[src/rtl/stepper_ramp_gen.sv]
// Single-axis step/direction generator with a trapezoidal speed profile.
// A start/busy/done handshake frames each move; abort finishes at the end of the current step.
module stepper_ramp_gen #(
   parameter int unsigned CNT_W     = 32,
   parameter int unsigned PULSE_W   = 1000,
   parameter int unsigned DIR_SETUP = 200
) (
   input  logic             clk,
   input  logic             rst_n,
   input  logic             start,
   input  logic             abort,
   input  logic             dir_in,
   input  logic [CNT_W-1:0] num_steps,
   input  logic [CNT_W-1:0] period_start,
   input  logic [CNT_W-1:0] period_min,
   input  logic [CNT_W-1:0] period_dec,
   output logic             step_out,
   output logic             dir_out,
   output logic             busy,
   output logic             done,
   output logic [CNT_W-1:0] steps_done,
   output logic [CNT_W-1:0] position
);

   localparam logic [CNT_W-1:0] One       = CNT_W'(1);
   localparam logic [CNT_W-1:0] PulseLen  = CNT_W'(PULSE_W);
   localparam logic [CNT_W-1:0] SetupLen  = CNT_W'(DIR_SETUP);
   localparam logic [CNT_W-1:0] MinPeriod = CNT_W'(PULSE_W + 1);

   typedef enum logic [2:0] {
      StIdle,
      StSetup,
      StPulseHi,
      StPulseLo,
      StFinish
   } state_e;

   state_e stateQ, stateD;

   logic [CNT_W-1:0] cntQ, cntD;
   logic [CNT_W-1:0] numStepsQ, numStepsD;
   logic [CNT_W-1:0] periodStartQ, periodStartD;
   logic [CNT_W-1:0] periodMinQ, periodMinD;
   logic [CNT_W-1:0] periodDecQ, periodDecD;
   logic [CNT_W-1:0] curPeriodQ, curPeriodD;
   logic [CNT_W-1:0] accelCntQ, accelCntD;
   logic [CNT_W-1:0] stepsDoneQ, stepsDoneD;
   logic [CNT_W-1:0] positionQ, positionD;
   logic             abortPendQ, abortPendD;
   logic             dirQ, dirD;
   logic             stepQ, busyQ, doneQ;

   logic [CNT_W-1:0] tEff, lowLen, remaining, upPeriod, downPeriod;
   logic [CNT_W:0]   sumWide;
   logic             abortSeen;

   // Low phase fills the period, but never shorter than one cycle.
   assign tEff      = (curPeriodQ > MinPeriod) ? curPeriodQ : MinPeriod;
   assign lowLen    = tEff - PulseLen;
   assign remaining = numStepsQ - stepsDoneQ;

   // Widened sum so a huge decrement clamps to period_start instead of wrapping.
   assign sumWide    = {1'b0, curPeriodQ} + {1'b0, periodDecQ};
   assign upPeriod   = (sumWide > {1'b0, periodStartQ}) ? periodStartQ : sumWide[CNT_W-1:0];
   assign downPeriod = (periodDecQ >= (curPeriodQ - periodMinQ)) ? periodMinQ
                                                                 : (curPeriodQ - periodDecQ);
   assign abortSeen  = abortPendQ | abort;

   always_comb begin
      stateD       = stateQ;
      cntD         = cntQ;
      numStepsD    = numStepsQ;
      periodStartD = periodStartQ;
      periodMinD   = periodMinQ;
      periodDecD   = periodDecQ;
      curPeriodD   = curPeriodQ;
      accelCntD    = accelCntQ;
      stepsDoneD   = stepsDoneQ;
      positionD    = positionQ;
      abortPendD   = abortPendQ;
      dirD         = dirQ;

      case (stateQ)
         StIdle: begin
            if (start) begin
               numStepsD    = num_steps;
               periodStartD = period_start;
               periodMinD   = period_min;
               periodDecD   = period_dec;
               curPeriodD   = period_start;
               accelCntD    = '0;
               stepsDoneD   = '0;
               abortPendD   = 1'b0;
               dirD         = dir_in;
               cntD         = '0;
               stateD       = (num_steps == '0) ? StFinish : StSetup;
            end
         end

         StSetup: begin
            if (abort) begin
               stateD = StFinish;
            end else if (cntQ == SetupLen - One) begin
               cntD   = '0;
               stateD = StPulseHi;
            end else begin
               cntD = cntQ + One;
            end
         end

         StPulseHi: begin
            if (abort) begin
               abortPendD = 1'b1;
            end
            if (cntQ == PulseLen - One) begin
               cntD       = '0;
               stepsDoneD = stepsDoneQ + One;
               positionD  = dirQ ? (positionQ + One) : (positionQ - One);
               stateD     = StPulseLo;
            end else begin
               cntD = cntQ + One;
            end
         end

         StPulseLo: begin
            abortPendD = abortSeen;
            if (cntQ == lowLen - One) begin
               cntD = '0;
               if ((stepsDoneQ == numStepsQ) || abortSeen) begin
                  stateD = StFinish;
               end else begin
                  // Decel once the remaining steps match the steps spent accelerating.
                  if (remaining <= accelCntQ) begin
                     curPeriodD = upPeriod;
                     accelCntD  = (accelCntQ != '0) ? (accelCntQ - One) : '0;
                  end else if (curPeriodQ > periodMinQ) begin
                     curPeriodD = downPeriod;
                     accelCntD  = accelCntQ + One;
                  end
                  stateD = StPulseHi;
               end
            end else begin
               cntD = cntQ + One;
            end
         end

         StFinish: begin
            stateD = StIdle;
         end

         default: begin
            stateD = StIdle;
         end
      endcase
   end

   always_ff @(posedge clk or negedge rst_n) begin
      if (!rst_n) begin
         stateQ       <= StIdle;
         cntQ         <= '0;
         numStepsQ    <= '0;
         periodStartQ <= '0;
         periodMinQ   <= '0;
         periodDecQ   <= '0;
         curPeriodQ   <= '0;
         accelCntQ    <= '0;
         stepsDoneQ   <= '0;
         positionQ    <= '0;
         abortPendQ   <= 1'b0;
         dirQ         <= 1'b0;
         stepQ        <= 1'b0;
         busyQ        <= 1'b0;
         doneQ        <= 1'b0;
      end else begin
         stateQ       <= stateD;
         cntQ         <= cntD;
         numStepsQ    <= numStepsD;
         periodStartQ <= periodStartD;
         periodMinQ   <= periodMinD;
         periodDecQ   <= periodDecD;
         curPeriodQ   <= curPeriodD;
         accelCntQ    <= accelCntD;
         stepsDoneQ   <= stepsDoneD;
         positionQ    <= positionD;
         abortPendQ   <= abortPendD;
         dirQ         <= dirD;
         // Pin outputs are flopped from the next state so they are glitch-free.
         stepQ        <= (stateD == StPulseHi);
         busyQ        <= (stateD == StSetup) || (stateD == StPulseHi) || (stateD == StPulseLo);
         doneQ        <= (stateD == StFinish);
      end
   end

   assign step_out   = stepQ;
   assign dir_out    = dirQ;
   assign busy       = busyQ;
   assign done       = doneQ;
   assign steps_done = stepsDoneQ;
   assign position   = positionQ;

endmodule

[config.mk]
export PLATFORM = sky130hd
export DESIGN_NAME = stepper_ramp_gen
export DESIGN_NICKNAME = d
export VERILOG_FILES = /design/src/rtl/stepper_ramp_gen.sv
export SDC_FILE = /design/constraint.sdc
export NUM_CORES = 1
export LEC_CHECK = 0
export ABC_CLOCK_PERIOD_IN_PS = 6000
export BUFFER_PORTS_ARGS = -buffer_cell sky130_fd_sc_hd__buf_2
export CORE_MARGIN = 2
export CORE_UTILIZATION = 40
export DETAILED_ROUTE_END_ITERATION = 12
export HOLD_SLACK_MARGIN = 0.15
export PLACE_DENSITY_LB_ADDON = 0.08
export SYNTH_ARGS = -nofsm -noshare
export SYNTH_HDL_FRONTEND = slang
export SYNTH_SLANG_ARGS = --single-unit
[constraint.sdc]
create_clock -name clk -period 6 [get_ports clk]
set_clock_uncertainty 0.05 [all_clocks]
set_input_delay 0.6 -clock clk [delete_from_list [all_inputs] [get_ports clk]]
set_output_delay 0.6 -clock clk [all_outputs]
set_load 0.1 [all_outputs]
==> results of run 1 <==
==> cell families (layout without fill, tap and decap cells) <==
family / Yosys count / after routing
AO/OA/AOI/OAI: 930 / 930
XOR/XNOR: 206 / 206
adder cells (fa/ha/maj): 263 / 263
buffers and inverters: 406 / 695
flip-flops: 296 / 296
multiplexers: 51 / 51
other: 0 / 1
AND/OR/NAND/NOR: 1166 / 1166
==> final cells by class <==
| class | count | share of cell area |
|---|---|---|
| timing repair buffer | 382 | 0.0886 |
| clock inverter | 19 | 0.00962 |
| multi-input combinational | 2616 | 0.563 |
| antenna | 1 | 0.0000802 |
| inverter | 238 | 0.0286 |
| sequential | 296 | 0.238 |
| clock buffer | 56 | 0.0376 |
| tap | 855 | 0.0343 |
==> power groups by stage <==
stage	clock network (W)	registers, W	logic [W]
floorplan	0	0.00284	0.00933
global placement	0	0.00298	0.0138
detailed placement	0	0.00299	0.0139
CTS	0.00279	0.00295	0.0143
global route	0.00287	0.00302	0.0172
finish	0.00272	0.00297	0.0158
==> timing repair <==
action,4_1_cts,5_1_grt
hold endpoints to repair,62,0
cloned,1,5
resized for setup,9,88
setup endpoints to repair,60,96
pin swaps,1,30
setup buffers,4,30
hold buffers,23,0
==> cells in the final DEF, fill, tap and decap left out, types with 25 or more instances in the layout <==
| cell type | synthesis | routed |
|---|---|---|
| nand2_1 | 431 | 427 |
| dfrtp_1 | 296 | 281 |
| o21ai_0 | 284 | 275 |
| ha_1 | 258 | 248 |
| inv_1 | 234 | 232 |
| nor2_1 | 225 | 220 |
| buf_2 | 8 | 199 |
| a21oi_1 | 205 | 194 |
| xnor2_1 | 147 | 146 |
| buf_4 | 1 | 132 |
| nand3_1 | 94 | 92 |
| a21o_1 | 84 | 84 |
| nor3_1 | 70 | 68 |
| xor2_1 | 58 | 58 |
| nand4_1 | 57 | 57 |
| nor4_1 | 53 | 50 |
| clkbuf_16 | 0 | 46 |
| mux2i_1 | 43 | 43 |
| o211ai_1 | 41 | 41 |
| o31ai_1 | 40 | 37 |
| nand2b_1 | 36 | 35 |
| and3_1 | 36 | 35 |
| o22ai_1 | 34 | 34 |
| o21bai_1 | 29 | 29 |
| nor2b_1 | 27 | 27 |
| or3_1 | 27 | 27 |
| a211oi_1 | 29 | 25 |
==> state kept, by name, summed over array words and instances (netlist names), 3 cells and up <==
name,cells
curPeriodQ,32
stateQ,3
periodDecQ,32
periodStartQ,32
position,32
cntQ,32
periodMinQ,32
numStepsQ,32
accelCntQ,32
steps_done,32
==> tightest hold or removal path, stage by stage <==
cell and delay [ns]:
buf_2 0.08, nand2_1 0.04, o21ai_0 0.06
==> path summary, 6_finish.rpt <==
check | end | cells past startpoint | from | slack (ns)
worst min register to register | numStepsQ[15] | 2 | numStepsQ[15] | 0.43
worst max register to register | curPeriodQ[27] | 25 | curPeriodQ[1] | 0.24
worst max-delay path | curPeriodQ[27] | 25 | curPeriodQ[1] | 0.24
max in group asynchronous | periodDecQ[1] | 3 | rst_n | 4.14
worst min-delay path | periodMinQ[22] | 3 | period_min[22] | 0.18
min in group asynchronous | periodMinQ[21] | 2 | rst_n | 0.47
==> per-layer routing <==
layer | GRT usage | part of all wire | vias up
li1 | - | - | 12414
met1 | 0.409 | 0.49 | 12613
met2 | 0.413 | 0.43 | 851
met3 | 0.0297 | 0.062 | 117
met4 | 0.0535 | 0.019 | 0
met5 | 0 | 0 | -
==> per-stage QoR <==
step           hold slack (ns)  total power (W)
6_report                 0.176           0.0215
5_1_grt                  0.169           0.0231
4_1_cts                  0.150           0.0200
3_5_place_dp             0.419           0.0169
3_3_place_gp             0.417           0.0167
2_1_floorplan            0.254           0.0122
==> metrics.md, run 1 <==
| Metric | Value |
|---|---|
| Status | complete, no violations |
| Number of synthesized flops with an enable pin | 0 |
| Sw power | 0.0106 W |
| Worst hold path class | primary input to flop |
| Die width | 260 um |
| Num Clock Sinks | 296 |
| Placed cells | 4324 |
| FF+latch area | 7430 um^2 |
| Die H | 260 um |
| Final setup fails | 0 |
| Avg Inst Size Synth | 7.88 um^2 |
| Post-synth top cells | nand2_1, dfrtp_1, o21ai_0, ha_1, inv_1 |
| Total track usage | 0.270 |
| Placed cell area | 28700 um^2 |
| Final core occ | 0.483 |
| Setup ws final | 0.235 ns |
| Gr ovfl total | 0 |
| Clock share of power | 0.127 |
| Total CTS buffers | 41 |
| Post-synth top flop | dfrtp_1 |
| Synth Cell Area | 26100 um^2 |
| Critical path class | flop to flop |
| Crit end category | flop |
| Largest family of logic cells by synthesized area | compound AO/OA/AOI/OAI gates |
| Initial antenna violation count | 1 |
| Post-route cell area | 31200 um^2 |
| Max FO, Critical Path | 11 |
| CTS tree | done |
| Worst rel slew slack | 0.231 |
| CP arrival | 6.18 ns |
| Final worst path period share | 0.961 |
| XOR/XNOR Fraction of Synth Area | 0.0695 |
| Min Tclk post-route | 5.76 ns |
| Maximum clock path buffer count | 3 |
| Syn Inst Count | 3318 |
| Top-count cell post-synth | nand2_1 |
| Pwr per Cell Area | 690 nW/um^2 |
| Boundary Pins | 201 |
| DR vias | 26.0k |
| Count of different cell masters after synthesis | 89 |
| Final std cells w/o fill | 4463 |
| Layout area overhead | 19.4% |
| Starting Density | 0.405 |
| Htree depth | 2 |
| Pint | 0.0109 W |
| First-pass GRT wire length | 145000 um |
| Clk root buf | clkbuf_16 |
| Syn Nets | 3714 |
| Slowest-stage cell, CP | o41a_1 |
| Multi-input logic area | 17600 um^2 |
| Clk slew on worst S/H paths | 0.06 ns |
| Iteration-0 DRC Markers | 2162 |
| Vias/cell | 5.82 |
| Nets | 3971 |
| DP HPWL | 69800 um |
| Routed WL | 93300 um |
| Setup crit start kind | flop |
| DR pass1 iterations | 9 |
| Average wire per standard cell | 20.9 um |
| Worst VDD drop | 0.530 mV |
| Number of routed nets with antenna violations | 0 |
| Post-synthesis mux area share | 0.0199 |
| Max-capacitance violation count | 0 |
| Yosys top cell by area | dfrtp_1 |
| Die area | 67400 um^2 |
| Core footprint | 64600 um^2 |
| Routability-driven placement congestion ratio | 0.949 |
| Async SR Flop Fraction | 1.00 |
| Simple-gate share of the synthesized area | 0.215 |
| Fmax | 0.173 GHz |
| Total negative setup slack | 0 ns |
| DP Worst Slack | -0.150 ns |
| Row cnt | 93 |
| Area contributors post-synth | dfrtp_1, ha_1, nand2_1 |
| Vias in the first global route | 25.0k |
| Yosys warning total | 0 |
| Max stage delay on crit path | 0.42 ns |
| Sw Share | 0.494 |
| Layout cells sized above 1 | 0.153 |
| Pin count of the biggest net entering global routing | 189 |
| Combinational Power Share | 0.735 |
| Compound-Gate Fraction of Synth Area | 0.225 |
| Port bufs | 200 |
| Crit path required time | 6.42 ns |
| P_leak | 14.4 nW |
| Seq/Total Area, Yosys | 0.283 |
| Number of remaining DRC errors | 0 |
| CP delay by family, top | compound AO/OA/AOI/OAI gates |
| Fillers | 6357 |
| Slew Limit Fails | 0 |
| Slew of the pin with the lowest slew margin | 1.14 ns |
| Synth Register Bits | 296 |
| CP Buf/Inv Count | 3 |
| Final hold vios | 0 |
| Adder-Cell Fraction of Synth Area | 0.127 |
| Top-area cell type share of the netlist area | 0.283 |
| Sequential cell fraction of total power | 0.138 |
| Worst-Skew Late Latency | 0.59 ns |
(Power assumes the default switching activity.)
==> run 2, diff against run 1 <==
- ABC_CLOCK_PERIOD_IN_PS: 6000 -> 6950
- clock period: 6 -> 6.95 ns (I/O delays scaled with it)
==> run 2 against run 1 <==
Non-clock buffer count fell by 132. Via count fell by 3.2%. Wire length fell by 4.4%. Sequential share of layout area rose by 1.4 points. Sequential power fell by 12%. Largest power group unchanged. First-iteration DRC count fell by 9.0%. Flip-flop and latch count did not move. Worst hold slack improved by 0.092 ns. Final cell count fell by 3.2%. Power fell by 25%. Core utilization fell by 2.9 points. Combinational power fell by 27%.
==> metrics.md, run 2 (synthesis gave the netlist of run 1 again) <==
| Metric | Value |
|---|---|
| Hold depth | 3 |
| Worst Hold End | numStepsQ[7] |
| Worst hold path class | primary input to flop |
| Max stage delay on crit path | 0.62 ns |
| Fmax | 0.151 GHz |
| DR pass1 iterations | 6 |
| Routed WL | 89200 um |
| DP HPWL | 68100 um |
| Gr ovfl total | 0 |
| Starting Density | 0.405 |
| Initial antenna violation count | 4 |
| Met2 Use GR | 0.396 |
| Crit path required time | 7.36 ns |
| FF+latch area | 7410 um^2 |
| Vias in the first global route | 24.1k |
| DR vias | 25.2k |
| Worst-Skew Late Latency | 0.58 ns |
| Nets | 3838 |
| Number of routed nets with antenna violations | 0 |
| Htree depth | 2 |
| Clk root buf | clkbuf_16 |
| Clk slew on worst S/H paths | 0.06 ns |
| Total CTS buffers | 40 |
| Worst hold margin | 0.269 ns |
| Status | complete, no violations |
| CP arrival | 7.04 ns |
| Max-capacitance violation count | 0 |
| Row cnt | 93 |
| Vias/cell | 5.82 |
| Most Crowded Layer GR | met1 |
| Worst-path cell chain | or4_4 -> or4_1 -> or4_4 -> nand2_1 -> ha_1 -> nand2b_1 -> nor2_1 -> nor3_1 -> a2111oi_0 -> buf_4 -> xnor2_1 -> a2111oi_0 -> nand4_1 -> nor4bb_2 -> o22a_2 -> buf_4 -> o31ai_1 -> a21o_1 |
| CTS tree | done |
| Number of remaining DRC errors | 0 |
| Pwr per Cell Area | 550 nW/um^2 |
| Slowest-stage cell, CP | or4_4 |
| Layout cells sized above 1 | 0.104 |
| RSZ-0062 raised after global routing | no |
| Die H | 260 um |
| Critical path class | flop to flop |
| Slew Limit Fails | 0 |
| Multi-input logic area | 17300 um^2 |
| Core footprint | 64600 um^2 |
| Total track usage | 0.262 |
| Num Clock Sinks | 296 |
| Die width | 260 um |
| Setup crit start kind | flop |
| Maximum clock path buffer count | 3 |
| Crit end category | flop |
| Final std cells w/o fill | 4322 |
| Worst VDD drop | 0.484 mV |
| Most frequent cells in the layout | nand2_1, dfrtp_1, o21ai_0 |
| Met3 usage | 0.0343 |
| Overall power | 0.0162 W |
| Port bufs | 200 |
| Max FO, Critical Path | 26 |
| R2r worst-path depth | 18 |
| R2r setup slk | 0.32 ns |
| Post-CTS setup buffers | 0 |
| Final worst path period share | 0.953 |
| Average wire per standard cell | 20.6 um |
| Met1 Usage GRT | 0.399 |
| Pin count of the biggest net entering global routing | 190 |
| Worst rel slew slack | 0.227 |
| Layout area overhead | 12.3% |
| Final hold vios | 0 |
| Slew of the pin with the lowest slew margin | 1.15 ns |
| Die area | 67400 um^2 |
| Setup ws final | 0.324 ns |
| Placed cells | 4254 |
| Final setup fails | 0 |
| DP Worst Slack | 0.0968 ns |
| First-pass GRT wire length | 140000 um |
| Iteration-0 DRC Markers | 1968 |
| Boundary Pins | 201 |
| P_leak | 13.6 nW |
| Routability-driven placement congestion ratio | 0.928 |
| Reg-to-Reg End | cntQ[26] |
| Fillers | 6501 |
| Hold_sp | num_steps[7] |
| Launching point of the worst reg2reg path | curPeriodQ[10] |
| Commonest non-fill, non-tap cell in the layout | nand2_1 |
| Min Tclk post-route | 6.63 ns |
| Total negative setup slack | 0 ns |
==> run 2: changes by cell type in the layout (fill, tap and decap cells not counted), sizes merged, moves of 3 or more <==
cell / before / now
dlygate4sd3: 23 / 1
bufinv: 7 / 2
clkbuf: 61 / 53
clkinvlp: 3 / 0
buf: 353 / 249
==> run 2: worst max path at each step <==
stage	startpoint	endpoint	slack, ns	cells after the start
4_1_cts	curPeriodQ[1]	curPeriodQ[7]	0.07	24
2_1_floorplan	steps_done[0]	accelCntQ[3]	0.39	29
3_5_place_dp	curPeriodQ[1]	curPeriodQ[8]	0.1	24
5_1_grt	steps_done[0]	accelCntQ[29]	0.01	28
6_report	curPeriodQ[10]	cntQ[26]	0.32	18
3_3_place_gp	curPeriodQ[1]	curPeriodQ[2]	0.12	24
==> run 2: timing repair <==
action	4_1_cts	5_1_grt
endpoints found under the setup margin	0	62
gates resized for setup	0	13
hold buffers	1	0
hold endpoints to repair	82	0
==> run 2: worst max-delay path, delay by kind of cell, from the launching register on <==
| family | cells | cell delay, ns |
|---|---|---|
| compound gates | 5 | 1.86 |
| xor+xnor | 1 | 0.11 |
| fa+ha+maj | 1 | 0.36 |
| buf+inv | 2 | 0.48 |
| flops | 1 | 0.52 |
| simple gates | 9 | 3.10 |
==> run 2: metal layers <==
layer	vias to the layer above	wire length, um
met5	-	13
met4	2	1440
met3	85	5170
met2	770	38200
met1	12186	44400
li1	12113	-
==> run 2: per-stage QoR <==
stage | util | area, um^2
detailed placement | 0.434 | 28000
CTS | 0.454 | 29300
finish | 0.455 | 29400
global route | 0.455 | 29400
floorplan | - | 26100
global placement | 0.434 | 28000
==> run 2: cell type report <==
cell class	instances	area share
Tap cell	855	0.0364
Inverter	238	0.0304
Multi-Input combinational cell	2616	0.588
Antenna cell	2	0.000170
Clock buffer	53	0.0382
Sequential cell	296	0.252
Clock inverter	12	0.00490
Timing Repair Buffer	250	0.0494
==> run 2: power breakdown <==
| part | internal, W | switching [W] |
|---|---|---|
| Clock | 0.00121 | 0.000851 |
| Combinational | 0.00439 | 0.00712 |
| Sequential | 0.00211 | 0.000488 |
| Total | 0.00771 | 0.00845 |
